--- config.mk ---
export PLATFORM = sky130hd
export DESIGN_NAME = fetch_unit_flat
export DESIGN_NICKNAME = d
export VERILOG_FILES = /design/src/rtl/fetch_unit_if.sv /design/src/rtl/fetch_unit.sv /design/src/flat_wrapper.sv
export SDC_FILE = /design/constraint.sdc
export NUM_CORES = 1
export LEC_CHECK = 0
export ABC_AREA = 1
export BUFFER_PORTS_ARGS = -buffer_cell sky130_fd_sc_hd__buf_2
export CAP_MARGIN = 5
export CORE_ASPECT_RATIO = 0.5
export CORE_MARGIN = 2
export CORE_UTILIZATION = 56
export CTS_CLUSTER_DIAMETER = 120
export DETAILED_ROUTE_END_ITERATION = 10
export PLACE_DENSITY = 0.76
export SLEW_MARGIN = 30
export SYNTH_ARGS = -nofsm -noshare
export SYNTH_HDL_FRONTEND = slang
export SYNTH_SLANG_ARGS = --single-unit
--- constraint.sdc ---
create_clock -name clk -period 11.7 [get_ports clk]
set_input_delay 3.51 -clock clk [delete_from_list [all_inputs] [get_ports clk]]
set_output_delay 3.51 -clock clk [all_outputs]
set_load 0.05 [all_outputs]
--- src/rtl/fetch_unit_if.sv ---
// rtl/fetch_unit_if.sv - instruction memory and decode handshake bundle for fetch_unit
interface fetch_unit_if #(
    parameter int XLEN  = 32,
    parameter int PCLEN = 32
);
    logic             imem_req_valid;
    logic             imem_req_ready;
    logic [PCLEN-1:0] imem_req_addr;
    logic             imem_resp_valid;
    logic [XLEN-1:0]  imem_resp_data;
    logic             out_valid;
    logic             out_ready;
    logic [XLEN-1:0]  out_instr;
    logic [PCLEN-1:0] out_pc;

    modport master (
        output imem_req_valid, imem_req_addr, out_valid, out_instr, out_pc,
        input  imem_req_ready, imem_resp_valid, imem_resp_data, out_ready
    );

    modport slave (
        input  imem_req_valid, imem_req_addr, out_valid, out_instr, out_pc,
        output imem_req_ready, imem_resp_valid, imem_resp_data, out_ready
    );
endinterface

--- src/rtl/fetch_unit.sv ---
// rtl/fetch_unit.sv - sequential instruction fetch with prefetch FIFO and redirect flush
module fetch_unit #(
    parameter int               XLEN     = 32,
    parameter int               PCLEN    = 32,
    parameter int               DEPTH    = 4,
    parameter int               MAX_OUT  = 4,
    parameter logic [PCLEN-1:0] RESET_PC = '0
) (
    input  logic                               clk,
    input  logic                               reset,
    fetch_unit_if.master                       bus,
    input  logic                               redirect_valid,
    input  logic [PCLEN-1:0]                   redirect_pc,
    output logic [$clog2(MAX_OUT+1)-1:0]       stale_cnt
);
    localparam int AW = $clog2(DEPTH);
    localparam int CW = $clog2(DEPTH + 1);
    localparam int SW = $clog2(MAX_OUT + 1);
    localparam int TW = (MAX_OUT > 1) ? $clog2(MAX_OUT) : 1;

    typedef enum logic {RUN = 1'b0, DRAIN = 1'b1} state_t;

    state_t           state, state_next;
    logic [SW-1:0]    stale_next;
    logic [SW-1:0]    outstanding;
    logic [PCLEN-1:0] pc;

    logic [CW-1:0]    fifo_count;
    logic [AW-1:0]    rd_ptr, wr_ptr;
    logic [XLEN-1:0]  instr_mem [DEPTH];
    logic [PCLEN-1:0] pc_mem    [DEPTH];

    logic [PCLEN-1:0] tag_mem   [MAX_OUT];
    logic [TW-1:0]    tag_rd, tag_wr;

    logic             req_ok, req_fire, enq, deq;
    logic [CW:0]      credit_sum;

    function automatic logic [TW-1:0] tag_inc(input logic [TW-1:0] p);
        return (p == TW'(MAX_OUT - 1)) ? '0 : p + TW'(1);
    endfunction

    // Requests are only issued while every in-flight response is sure of a FIFO slot.
    always_comb begin
        state_next = state;
        stale_next = stale_cnt;
        credit_sum = {1'b0, fifo_count} + (CW+1)'(outstanding);
        req_ok     = (state == RUN) && !redirect_valid &&
                     (outstanding < SW'(MAX_OUT)) && (credit_sum < (CW+1)'(DEPTH));
        if (redirect_valid) begin
            stale_next = stale_cnt + outstanding;
            if (bus.imem_resp_valid && (stale_next != '0))
                stale_next = stale_next - SW'(1);
            state_next = (stale_next != '0) ? DRAIN : RUN;
        end else if ((state == DRAIN) && bus.imem_resp_valid) begin
            stale_next = stale_cnt - SW'(1);
            if (stale_next == '0)
                state_next = RUN;
        end
    end

    always_ff @(posedge clk) begin
        if (reset) begin
            state     <= RUN;
            stale_cnt <= '0;
        end else begin
            state     <= state_next;
            stale_cnt <= stale_next;
        end
    end

    assign bus.imem_req_valid = req_ok && !reset;
    assign bus.imem_req_addr  = pc;
    assign bus.out_valid      = (fifo_count != '0) && !reset;
    assign bus.out_instr      = reset ? '0 : instr_mem[rd_ptr];
    assign bus.out_pc         = reset ? '0 : pc_mem[rd_ptr];

    assign req_fire = bus.imem_req_valid && bus.imem_req_ready;
    assign enq      = bus.imem_resp_valid && (stale_cnt == '0) && !redirect_valid;
    assign deq      = bus.out_valid && bus.out_ready && !redirect_valid;

    always_ff @(posedge clk) begin
        if (reset) begin
            pc          <= RESET_PC & ~PCLEN'(3);
            outstanding <= '0;
            fifo_count  <= '0;
            rd_ptr      <= '0;
            wr_ptr      <= '0;
            tag_rd      <= '0;
            tag_wr      <= '0;
        end else if (redirect_valid) begin
            pc          <= redirect_pc & ~PCLEN'(3);
            outstanding <= '0;
            fifo_count  <= '0;
            wr_ptr      <= rd_ptr;
            tag_rd      <= '0;
            tag_wr      <= '0;
        end else begin
            if (req_fire) begin
                pc     <= pc + PCLEN'(4);
                tag_wr <= tag_inc(tag_wr);
            end
            if (enq) begin
                wr_ptr <= wr_ptr + AW'(1);
                tag_rd <= tag_inc(tag_rd);
            end
            if (deq)
                rd_ptr <= rd_ptr + AW'(1);
            case ({req_fire, enq})
                2'b10:   outstanding <= outstanding + SW'(1);
                2'b01:   outstanding <= outstanding - SW'(1);
                default: ;
            endcase
            case ({enq, deq})
                2'b10:   fifo_count <= fifo_count + CW'(1);
                2'b01:   fifo_count <= fifo_count - CW'(1);
                default: ;
            endcase
        end
    end

    // Storage needs no reset: pointers and counts define what is valid.
    always_ff @(posedge clk) begin
        if (req_fire)
            tag_mem[tag_wr] <= pc;
        if (enq) begin
            instr_mem[wr_ptr] <= bus.imem_resp_data;
            pc_mem[wr_ptr]    <= tag_mem[tag_rd];
        end
    end
endmodule

--- src/flat_wrapper.sv ---
// flat-port wrapper written by rule: the top's interface ports become plain ports
module fetch_unit_flat 
#(
    parameter int               XLEN     = 32,
    parameter int               PCLEN    = 32,
    parameter int               DEPTH    = 4,
    parameter int               MAX_OUT  = 4,
    parameter logic [PCLEN-1:0] RESET_PC = '0
)
  (clk, reset, redirect_valid, redirect_pc, stale_cnt, bus_imem_req_valid, bus_imem_req_addr, bus_out_valid, bus_out_instr, bus_out_pc, bus_imem_req_ready, bus_imem_resp_valid, bus_imem_resp_data, bus_out_ready);
  fetch_unit_if #(.XLEN(XLEN), .PCLEN(PCLEN)) bus_i ();
  input  logic clk;
  input  logic reset;
  input  logic redirect_valid;
  input  logic [PCLEN-1:0] redirect_pc;
  output logic [$clog2(MAX_OUT+1)-1:0] stale_cnt;
  output wire logic [$bits(bus_i.imem_req_valid)-1:0] bus_imem_req_valid;
  output wire logic [$bits(bus_i.imem_req_addr)-1:0] bus_imem_req_addr;
  output wire logic [$bits(bus_i.out_valid)-1:0] bus_out_valid;
  output wire logic [$bits(bus_i.out_instr)-1:0] bus_out_instr;
  output wire logic [$bits(bus_i.out_pc)-1:0] bus_out_pc;
  input wire logic [$bits(bus_i.imem_req_ready)-1:0] bus_imem_req_ready;
  input wire logic [$bits(bus_i.imem_resp_valid)-1:0] bus_imem_resp_valid;
  input wire logic [$bits(bus_i.imem_resp_data)-1:0] bus_imem_resp_data;
  input wire logic [$bits(bus_i.out_ready)-1:0] bus_out_ready;
  assign bus_imem_req_valid = bus_i.imem_req_valid;
  assign bus_imem_req_addr = bus_i.imem_req_addr;
  assign bus_out_valid = bus_i.out_valid;
  assign bus_out_instr = bus_i.out_instr;
  assign bus_out_pc = bus_i.out_pc;
  assign bus_i.imem_req_ready = bus_imem_req_ready;
  assign bus_i.imem_resp_valid = bus_imem_resp_valid;
  assign bus_i.imem_resp_data = bus_imem_resp_data;
  assign bus_i.out_ready = bus_out_ready;
  fetch_unit #(.XLEN(XLEN), .PCLEN(PCLEN), .DEPTH(DEPTH), .MAX_OUT(MAX_OUT), .RESET_PC(RESET_PC)) u_core (.clk(clk), .reset(reset), .bus(bus_i), .redirect_valid(redirect_valid), .redirect_pc(redirect_pc), .stale_cnt(stale_cnt));
endmodule
# After elaboration in Yosys (flattened, before gate mapping)
# Memory sizes are Yosys's and may differ from the RTL's. A register that Yosys moved wholly into a read port is not among the register bits.
# Index checks and enable logic that the tools add are counted.
[classes] n_addsub=13 magnitude_cmp=2 eq_ne=6 muxes=28 bitwise_logic=2 n_reduce_logical=28
[op_table] op="$mux 32" n=4
[op_table] op="$add 32x3->32 const B" n=1
[op_table] op="$mux 2" n=10
[op_table] op="$logic_and 1x1->1" n=12
[op_table] op="$mux 3" n=4
[op_table] op="$pmux 3 s2" n=2
[op_table] op="$reduce_bool 2->1" n=6
[op_table] op="$sub 3x1->3 const B" n=4
[op_table] op="$reduce_bool 3->1" n=3
[op_table] op="$add 2x1->2 const B" n=4
[op_table] op="$eq 2x2->1 const B" n=4
[op_table] op="$mux 1" n=8
[op_table] op="$add 3x1->3 const B" n=2
[op_table] op="$logic_not 3->1" n=2
[op_table] op="$add 3x3->4" n=1
[op_table] op="$eq 2x1->1 const B" n=2
[op_table] op="$lt 4x3->1 const B" n=1
[op_table] op="$reduce_and 2->1" n=2
[op_table] op="$add 3x3->3" n=1
[op_table] op="$lt 3x3->1 const B" n=1
[op_table] op="$logic_not 1->1" n=2
[op_table] op="$not 1->1" n=2
[op_table] op="$reduce_or 2->1" n=1
[word_totals] reg_bits=50 mem_bits_rw=384 n_memories=3
[mem_list] memory="u_core.instr_mem" depth=4 width=32 read_ports=1 rd_clocked_by_memory_dff=1 write_ports=1 line="fetch_unit.sv:30" source="logic [XLEN-1:0] instr_mem [DEPTH];"
[mem_list] memory="u_core.pc_mem" depth=4 width=32 read_ports=1 rd_clocked_by_memory_dff=1 write_ports=1 line="fetch_unit.sv:31" source="logic [PCLEN-1:0] pc_mem [DEPTH];"
[mem_list] memory="u_core.tag_mem" depth=4 width=32 read_ports=1 rd_clocked_by_memory_dff=1 write_ports=1 line="fetch_unit.sv:33" source="logic [PCLEN-1:0] tag_mem [MAX_OUT];"

# Longest topological paths before layout
[logic_depth] ltp_word=8 depth_mapped=16

# Least setup slack after synthesis
# Ideal clock, no wire load.
[synth_timing] path_type="input port to output port" startpoint="input port reset" endpoint="output port bus_out_instr[28]" t_arrival_ns=4.672 t_required_ns=8.190 path_slack_ns=3.518 path_stages=3 cell_sequence="clkbuf_1 > clkbuf_1 > a21oi_1"
[synth_via] elab_chain_len=1
[synth_lines] item="start, declared" line="flat_wrapper.sv:13" source="input logic reset;"
[synth_lines] item="$mux 32" line="fetch_unit.sv:75" source="assign bus.out_instr = reset ? '0 : instr_mem[rd_ptr];"
[synth_lines] item="end, declared" line="flat_wrapper.sv:20" source="output wire logic [$bits(bus_i.out_instr)-1:0] bus_out_instr;"
# Every way passes these cells.

# Worst setup path in the final report
[layout_timing] startpoint="input port reset" endpoint="output port bus_out_instr[7]"
# The elaborated chain is that of the path after synthesis.

==> impl_metrics.tcl <==
set metrics [dict create \
    final_design_area_no_fill_um2 20000 \
    grt_pass1_vias 11500 \
    route.met3.wl_um 2310 \
    fin_worst_skew_ns 0.0155 \
    finalSetupViolCount 0 \
    grt_pass1_wl_um 59600 \
    cts_root_buffer "clkbuf_16" \
    r2r_slack_ns 8.98 \
    seqCellArea_um2 12100 \
    grt.overflow.total 0 \
    grt_setup_unrepaired "no" \
    vias 12000 \
    synth_cell_types 37 \
    routed_wl_um 38200 \
    multiInputGateArea_um2 4840 \
    synth_area_per_cell_um2 10.8 \
    gp_congestion 0.846 \
    hold_viol 0 \
    critical_path_class "in2out" \
    nFillCells 2379 \
    cap_violations 0 \
    cts_setup_buffers 0 \
    endpoint_kind "output pin" \
    cts_resized 0 \
    numCtsBuffers 37 \
    std_cell_rows 45 \
    die_w_um 255 \
    top_layer "met4" \
    nets 1864 \
    yosysSeqAreaShare_pct 68.7 \
    vdd.ir_drop.worst_uv 91.1 \
    die_h_um 129 \
    max-slew-margin-rel_pct 35.4 \
    drive_gt1_share_pct 14.5 \
    fmax_ghz 0.117 \
    io_pins 171 \
    outcome "complete, no violations" \
    synthesis.instances 1633 \
    postCtsHoldBufs 0 \
    netlist_area_um2 17600 \
    critPathMaxFanout 59 \
    cts_max_level 2 \
    power.total_w 0.00325 \
    synth_area_leaders "edfxtp_1 (63%), nor2_1 (8.5%), dfxtp_1 (5.9%)" \
    wl_met2_um 18400 \
    numPortBuffers 164 \
    drc 0 \
    hp-class "reg2reg" \
    tightest_slew_ns 0.969 \
    synth_top_area_cell "edfxtp_1" \
    cts_tree "done" \
    cts_sinks 420 \
    clk_path_buf_depth 3 \
    post_dp_cell_area_um2 18800 \
    cp_data_arrival_time_ns 5.05 \
    p_leak_nw 7.36 \
    die-area_um2 32900 \
    ys_ff_latch 420 \
    maxSlewViolCount 0 \
    clk_pin_slew_ns 0.07 \
    setup_tns_ns 0 \
    antenna_found_initial 1 \
    via_per_inst 5.38 \
    critPathRequiredTime_ns 8.19 \
    clk_latency_ns 0.53 \
    synth_top_area_share_pct 62.8 \
    fin_crit_ns 8.56 \
    wl_met1_um 16800 \
    hpwl_um 21800 \
    start_util_pct 57.4 \
    grt_max_degree 125 \
    ys_warn_count 0 \
    grt_usage_pct 23.6 \
    ant_nets 0 \
    syn2layout_area_growth_pct 13.9 \
    critPathLaunchType "input pin" \
    drtIter0Drc 1019 \
    coreArea_um2 30600 \
    period_share_pct 73.2 \
    first_pass_iters 5 \
    p_per_area_nw_per_um2 162 \
    wire_per_inst_um 17.2 \
]
-- cells in the final DEF, fill, tap and decap left out, drive strengths merged, types with 2 or more instances in the layout --
cell type  instances
o22ai             30
o21a               2
clkinv            12
nor3b              2
conb               4
clkbuf            48
ha                20
fa                 3
bufinv             6
nor3               3
a211oi             4
nor2             401
nand2            194
nand3             52
buf              181
xnor2              3
edfxtp           368
a31oi              3
o21ai            200
nand3b             2
o21bai             2
inv               95
a21oi            102
dfxtp             52
xor2               5
-- state kept, by name (all words and copies together) (netlist names), named ones only --
register and cells:
u_core.tag_wr 2, u_core.bus.imem_req_addr 30, u_core.stale_cnt 3, u_core.fifo_count 3, u_core.rd_ptr 2, u_core.outstanding 3
u_core.tag_mem 120, u_core.wr_ptr 2, u_core.tag_rd 2, u_core.instr_mem 128, u_core.pc_mem 120, u_core.state 1
-- metal layers --
layer	track usage (%)	vias up
met2	39.2	336
met1	32.3	5683
met4	7.43	0
met3	4.14	46
li1	-	5887
met5	0	-
-- metrics by stage --
stage / hold WS (ns) / cells / setup WS (ns) / util (%)
2_1_floorplan: 0.456 / 1636 / 3.52 / -
4_1_cts: 0.490 / 2221 / 3.14 / 65.4
6_report: 0.492 / 2223 / 3.14 / 65.4
3_3_place_gp: 0.476 / 2154 / 3.17 / 61.2
3_5_place_dp: 0.474 / 2154 / 3.16 / 61.3
5_1_grt: 0.521 / 2223 / 3.08 / 65.4
-- layout make-up --
cell class	count	area share, %
antenna	1	0.0125
clock buffer	48	5.04
clock inverter	19	1.22
inverter	94	1.76
multi-input combinational	1037	24.1
sequential	420	60.4
tap	423	2.64
timing repair buffer	181	4.84
-- critical path, stage by stage --
cell	delay, ns
buf_4	0.58
buf_4	0.52
a21oi_1	0.13
buf_2	0.24
-- cells by family (layout without fill, tap and decap cells) --
group	Yosys count	in the layout	share of synthesized area, %
AO/OA/AOI/OAI	346	346	10.2
adder cells (fa/ha/maj)	23	23	1.76
buffers and inverters	179	342	4.06
other	1	5	0.0213
XOR/XNOR	8	8	0.398
AND/OR/NAND/NOR	656	656	14.8
flip-flops	420	420	68.7
-- cell usage after synthesis (all sizes together) --
cell    instances
nor2          401
edfxtp        368
o21ai         200
nand2         194
a21oi         102
inv            94
clkbuf         58
dfxtp          52
nand3          52
o22ai          30
buf            27
ha             20
xor2            5
a211oi          4
a31oi           3
fa              3
nor3            3
xnor2           3
nand3b          2
nor3b           2
o21a            2
o21bai          2
a21boi          1
a21o            1
conb            1
nand4           1
o211ai          1
or2             1
-- power by group --
| group | switching, W | total, W | internal (W) |
|---|---|---|---|
| clock network | 0.000528 | 0.00127 | 0.000745 |
| logic | 0.000207 | 0.000275 | 0.0000683 |
| registers | 0.0000314 | 0.00170 | 0.00167 |
| total | 0.000766 | 0.00325 | 0.00249 |
-- worst paths after layout --
kind                       startpoint               endpoint  depth (start not counted)
setup / recovery                reset       bus_out_instr[7]                          4
hold / removal       u_core.rd_ptr[0]       u_core.rd_ptr[0]                          1
setup reg to reg  u_core.stale_cnt[1]  u_core.outstanding[2]                         13
hold reg to reg      u_core.rd_ptr[0]       u_core.rd_ptr[0]                          1
Power figures use the tool's default switching activity.
